==> src/rtl/div_pkg.sv <==
// Shared types and constants for the iterative MIPS DIV/DIVU unit.
package div_pkg;

    typedef enum logic [1:0] {
        DIV_IDLE = 2'd0,
        DIV_RUN  = 2'd1,
        DIV_DONE = 2'd2
    } div_state_e;

    localparam int unsigned DIV_WIDTH = 32;
    localparam int unsigned DIV_CNT_W = 6;

    // MIPS funct codes; the control unit drives is_signed from these.
    localparam logic [5:0] FUNCT_DIV  = 6'h1A;
    localparam logic [5:0] FUNCT_DIVU = 6'h1B;

endpackage

==> src/rtl/div_step.sv <==
// One combinational restoring-division step on {rem, q}.
module div_step #(
    parameter int unsigned WIDTH = 32
) (
    input  logic [WIDTH-1:0] rem_i,
    input  logic [WIDTH-1:0] q_i,
    input  logic [WIDTH-1:0] divisor_mag_i,
    output logic [WIDTH-1:0] rem_o,
    output logic [WIDTH-1:0] q_o
);

    logic [WIDTH:0] rem_sh;
    logic [WIDTH:0] trial;

    // rem < divisor_mag, so the shifted value minus divisor_mag always fits
    // in WIDTH+1 signed bits and trial[WIDTH] is a valid sign.
    always_comb begin
        rem_sh = {rem_i, q_i[WIDTH-1]};
        trial  = rem_sh - {1'b0, divisor_mag_i};
        rem_o  = trial[WIDTH] ? rem_sh[WIDTH-1:0] : trial[WIDTH-1:0];
        q_o    = {q_i[WIDTH-2:0], ~trial[WIDTH]};
    end

endmodule

==> src/rtl/iter_div.sv <==
// Iterative restoring divider for MIPS DIV/DIVU: one quotient bit per cycle,
// results held until the next accepted start.
module iter_div
    import div_pkg::*;
#(
    parameter int unsigned WIDTH = DIV_WIDTH,
    parameter int unsigned CNT_W = DIV_CNT_W
) (
    input  logic             clk,
    input  logic             rst,
    input  logic             start,
    input  logic             is_signed,
    input  logic [WIDTH-1:0] dividend,
    input  logic [WIDTH-1:0] divisor,
    output logic [WIDTH-1:0] quotient,
    output logic [WIDTH-1:0] remainder,
    output logic             busy,
    output logic             done,
    output logic             div_zero
);

    div_state_e       state_q, state_d;
    logic [CNT_W-1:0] cnt_q, cnt_d;
    logic [WIDTH-1:0] rem_q, rem_d;
    logic [WIDTH-1:0] acc_q, acc_d;
    logic [WIDTH-1:0] dmag_q, dmag_d;
    logic             sign_q_q, sign_q_d;
    logic             sign_r_q, sign_r_d;
    logic [WIDTH-1:0] quot_q, quot_d;
    logic [WIDTH-1:0] remo_q, remo_d;
    logic             dz_q, dz_d;

    logic [WIDTH-1:0] step_rem, step_q;
    logic             neg_a, neg_b;

    div_step #(.WIDTH(WIDTH)) u_step (
        .rem_i         (rem_q),
        .q_i           (acc_q),
        .divisor_mag_i (dmag_q),
        .rem_o         (step_rem),
        .q_o           (step_q)
    );

    always_ff @(posedge clk) begin
        if (rst) begin
            state_q  <= DIV_IDLE;
            cnt_q    <= '0;
            rem_q    <= '0;
            acc_q    <= '0;
            dmag_q   <= '0;
            sign_q_q <= 1'b0;
            sign_r_q <= 1'b0;
            quot_q   <= '0;
            remo_q   <= '0;
            dz_q     <= 1'b0;
        end else begin
            state_q  <= state_d;
            cnt_q    <= cnt_d;
            rem_q    <= rem_d;
            acc_q    <= acc_d;
            dmag_q   <= dmag_d;
            sign_q_q <= sign_q_d;
            sign_r_q <= sign_r_d;
            quot_q   <= quot_d;
            remo_q   <= remo_d;
            dz_q     <= dz_d;
        end
    end

    always_comb begin
        state_d  = state_q;
        cnt_d    = cnt_q;
        rem_d    = rem_q;
        acc_d    = acc_q;
        dmag_d   = dmag_q;
        sign_q_d = sign_q_q;
        sign_r_d = sign_r_q;
        quot_d   = quot_q;
        remo_d   = remo_q;
        dz_d     = dz_q;
        neg_a    = is_signed & dividend[WIDTH-1];
        neg_b    = is_signed & divisor[WIDTH-1];

        case (state_q)
            DIV_IDLE, DIV_DONE: begin
                state_d = DIV_IDLE;
                if (start) begin
                    if (divisor == '0) begin
                        state_d = DIV_DONE;
                        quot_d  = '1;
                        remo_d  = dividend;
                        dz_d    = 1'b1;
                    end else begin
                        state_d  = DIV_RUN;
                        acc_d    = neg_a ? -dividend : dividend;
                        dmag_d   = neg_b ? -divisor : divisor;
                        sign_q_d = neg_a ^ neg_b;
                        sign_r_d = neg_a;
                        rem_d    = '0;
                        cnt_d    = '0;
                    end
                end
            end
            DIV_RUN: begin
                rem_d = step_rem;
                acc_d = step_q;
                cnt_d = cnt_q + 1'b1;
                if (cnt_q == CNT_W'(WIDTH - 1)) begin
                    state_d = DIV_DONE;
                    quot_d  = sign_q_q ? -step_q : step_q;
                    remo_d  = sign_r_q ? -step_rem : step_rem;
                    dz_d    = 1'b0;
                end
            end
            default: state_d = DIV_IDLE;
        endcase
    end

    assign quotient  = quot_q;
    assign remainder = remo_q;
    assign div_zero  = dz_q;
    assign busy      = (state_q == DIV_RUN);
    assign done      = (state_q == DIV_DONE);

endmodule
==> config.mk <==
export PLATFORM = sky130hd
export DESIGN_NAME = iter_div
export DESIGN_NICKNAME = d
export VERILOG_FILES = /design/src/rtl/div_pkg.sv /design/src/rtl/div_step.sv /design/src/rtl/iter_div.sv
export SDC_FILE = /design/constraint.sdc
export NUM_CORES = 1
export LEC_CHECK = 0
export CAP_MARGIN = 20
export CORE_MARGIN = 1.5
export CORE_UTILIZATION = 35
export CTS_CLUSTER_DIAMETER = 50
export DETAILED_ROUTE_END_ITERATION = 10
export GPL_TIMING_DRIVEN = 0
export PLACE_DENSITY_LB_ADDON = 0.3
export SLEW_MARGIN = 0
export SYNTH_ARGS = -nofsm -noshare
export SYNTH_HDL_FRONTEND = slang
export SYNTH_HIERARCHICAL = 1
export SYNTH_SLANG_ARGS = --single-unit
==> constraint.sdc <==
create_clock -name clk -period 12.1 [get_ports clk]
set_input_delay 2.42 -clock clk [delete_from_list [all_inputs] [get_ports clk]]
set_output_delay 2.42 -clock clk [all_outputs]
set_load 0.1 [all_outputs]
==> impl_metrics.py <==
metrics = {
    "setup_path": {
        "cp-start-kind": "flip-flop",
        "slowest_stage": "clkdlybuf4s50_1",
        "critPathKind": "reg -> out",
        "startpoint": "state_q[1]$_SDFFE_PP0P_",
        "path_cells": "nand2b_1, clkbuf_1, inv_2, clkbuf_1, buf_1, clkbuf_1, clkdlybuf4s50_1",
        "cp_common_cell": "clkbuf_1",
        "cp.arrival_ps": 4220,
        "critPathMaxFanout": 10,
        "r2r_start": "acc_q[31]$_SDFFE_PP0P_",
        "r2r_slack_ps": 6720,
        "required_ps": 9680,
        "endpoint_kind": "primary output",
        "slowest_delay_ps": 1260,
    },
    "yosys": {
        "synth-seq-area-share_pct": 29.3,
        "avgSynthCellArea_um2": 7.96,
        "ys.flop_type": "dfxtp_1",
        "ys_top_cells_by_area": "dfxtp_1, xor2_1, nor2_1, a211oi_1, ha_1",
        "async_flop_share_pct": 0,
        "yosysTopAreaCellShare_pct": 29.3,
        "synth_top_area_cell": "dfxtp_1",
        "synth_edf_count": 0,
        "ys_ff_latch": 171,
        "synth_common_cells": "nor2_1, dfxtp_1, nand2_1",
        "yosysMostFrequentCell": "nor2_1",
        "yosys_warnings": 6,
        "netlist-cell-type-count": 81,
        "syn_nets": 1573,
        "syn-cell-area_mm2": 0.0117,
        "netlist_instances": 1467,
    },
    "power_and_ir_drop": {
        "swShare_pct": 52.8,
        "ir_drop_uv": 342,
        "clockPowerShare_pct": 12.4,
        "power.leakage_nw": 5.13,
        "combPwrFrac_pct": 72.7,
        "p_per_area_mw_per_mm2": 320,
        "p_sw_mw": 2.39,
        "power_frac_seq_pct": 14.9,
        "p_int_mw": 2.13,
    },
    "timing": {
        "finalSetupTns_ps": 0,
        "timing.fmax_mhz": 151,
        "timing.slew.headroom_pct": 31.7,
        "fin_worst_skew_ps": 16.1,
        "rsz0062_at_grt": "no",
        "worstMarginPinSlew_ps": 1020,
        "post-route-min-period_ps": 6640,
        "finalHoldViolations": 0,
        "post-route-period-util_pct": 54.9,
        "drv_slew": 0,
        "setup-violations-final": 0,
    },
    "global_route": {
        "grt_first_pass_wirelength_mm": 62.5,
        "groute.usage.overall_pct": 23.8,
        "gr-total-overflow": 0,
        "antenna_found_initial": 0,
        "grt_pass1_vias": 11300,
        "grt_start_max_net_pins": 19,
    },
    "status": {
        "outcome": "complete, but fails checks",
        "violations": "DRC",
    },
    "cts": {
        "clkLatencyLatePin_ps": 460,
        "clk_pin_slew_ps": 80,
        "cts.path.max_buffers": 2,
        "root_buffer": "clkbuf_16",
        "cts_resized": 0,
        "post-cts-setup-buffer-count": 0,
        "clock_sinks": 171,
        "cts_tree": "yes",
        "numCtsBuffers": 17,
        "htree_levels": 4,
        "cts_hold_buf": 0,
    },
    "drt": {
        "routed_wl_mm": 40.7,
        "drtIter0Drc": 1053,
        "via_per_inst": 5.61,
        "dr.pass1.iters": 9,
        "antenna_left": 0,
        "via_count": 11600,
        "drc": 2,
        "wire_per_inst_um": 19.6,
    },
    "min_path": {
        "hold_start": "acc_q[14]$_SDFFE_PP0P_",
        "hp-class": "reg -> reg",
    },
    "layout": {
        "fin_area_mm2": 0.0141,
        "drive_gt1_share_pct": 8.22,
        "final_util_pct": 43.2,
        "fill_cells": 3375,
        "syn_to_final_growth_pct": 21.0,
        "instances_no_fill": 2072,
        "n_antenna_cell": 0,
        "nets": 1723,
    },
    "placed_design": {
        "io_buffers": 130,
        "dp_hpwl_mm": 32.5,
        "place_inst": 2039,
        "post_dp_cell_area_mm2": 0.0135,
        "place.gp.congestion": 0.927,
    },
    "floorplan": {
        "start_util_pct": 35.7,
        "die_w_um": 186,
        "dieArea_mm2": 0.0345,
        "die_h_um": 186,
        "rows": 66,
        "core-area_mm2": 0.0327,
        "boundaryPins": 135,
    },
    "run": {
        "maxCapViolations": 0,
    },
}
[final timing paths]
| kind | end | depth (start not counted) |
|---|---|---|
| setup / recovery | busy | 7 |
| hold / removal | acc_q[14]$_SDFFE_PP0P_ | 2 |
| setup reg to reg | remainder[20]$_SDFFE_PP0P_ | 20 |
| hold reg to reg | acc_q[14]$_SDFFE_PP0P_ | 2 |
[per-stage QoR]
step	worst slack, ps	total power, mW	hold WS (ps)
after floorplan	7410	3.12	432
after global placement	5970	3.88	439
after detailed placement	5950	3.92	444
after CTS	5470	4.48	454
after global routing	5370	4.86	473
final	5460	4.52	451
[worst max-delay path: cells and delay by family (launching register included)]
kind / cells / cell delay (ps)
buf+inv: 6 / 3300
flops: 1 / 310
simple gates: 1 / 130
[registers in the layout, indices dropped and copies added (netlist names)]
signal / flops
remainder: 32
rem_q: 32
div_zero: 1
acc_q: 32
state_q: 2
cnt_q: 6
sign_r_q: 1
sign_q_q: 1
quotient: 32
dmag_q: 32
[metal layers]
layer / wire [µm] / vias to the layer above / GRT usage (%)
li1: - / 5604 / -
met1: 17300 / 5498 / 29.5
met3: 2690 / 84 / 3.85
met4: 1750 / 0 / 11.1
met5: 0 / - / 0
met2: 18900 / 446 / 40.2
[power by group through the flow]
stage	Clock [mW]	Sequential, mW	Combinational (mW)
after floorplan	0	0.669	2.45
after global placement	0	0.684	3.20
after detailed placement	0	0.685	3.23
after CTS	0.562	0.673	3.24
after global routing	0.585	0.682	3.59
final	0.559	0.674	3.29
[cell families (layout without fill, tap and decap cells)]
family,count (synthesis),count (layout),synth area share (%)
AO/OA/AOI/OAI,440,440,26.4
AND/OR/NAND/NOR,476,476,19.5
flip-flops,171,171,29.3
adder cells (fa/ha/maj),38,38,4.14
XOR/XNOR,143,143,10.7
buffers and inverters,175,338,7.04
multiplexers,24,24,2.89
[final cells by class]
cell class,count,area (µm²),area share (%)
multi-input cells,1121,7430,52.6
flip-flops and latches,171,3420,24.2
repair buffers,131,1310,9.25
plain buffers,127,642,4.54
well taps,442,553,3.91
clock buffers,18,439,3.11
inverters,48,180,1.28
clock inverters,14,149,1.05
[placed cells by master (no fill, tap or decap), types with 17 or more instances in the layout]
cell	instances
a211o_1	26
nor2_1	182
nand3_1	29
clkdlybuf4s50_1	130
a21oi_1	87
clkbuf_1	79
o211ai_1	20
inv_1	45
a211oi_1	63
dfxtp_1	171
ha_1	37
xor2_1	94
nor4_1	18
o41ai_1	23
a22oi_1	33
or3_1	18
o21ai_0	46
a21o_1	19
mux2_4	19
buf_4	31
clkbuf_16	17
xnor2_1	49
o31ai_1	33
nand2_1	116
nor3_1	31
Note: power is estimated with default switching activity, not from simulation.
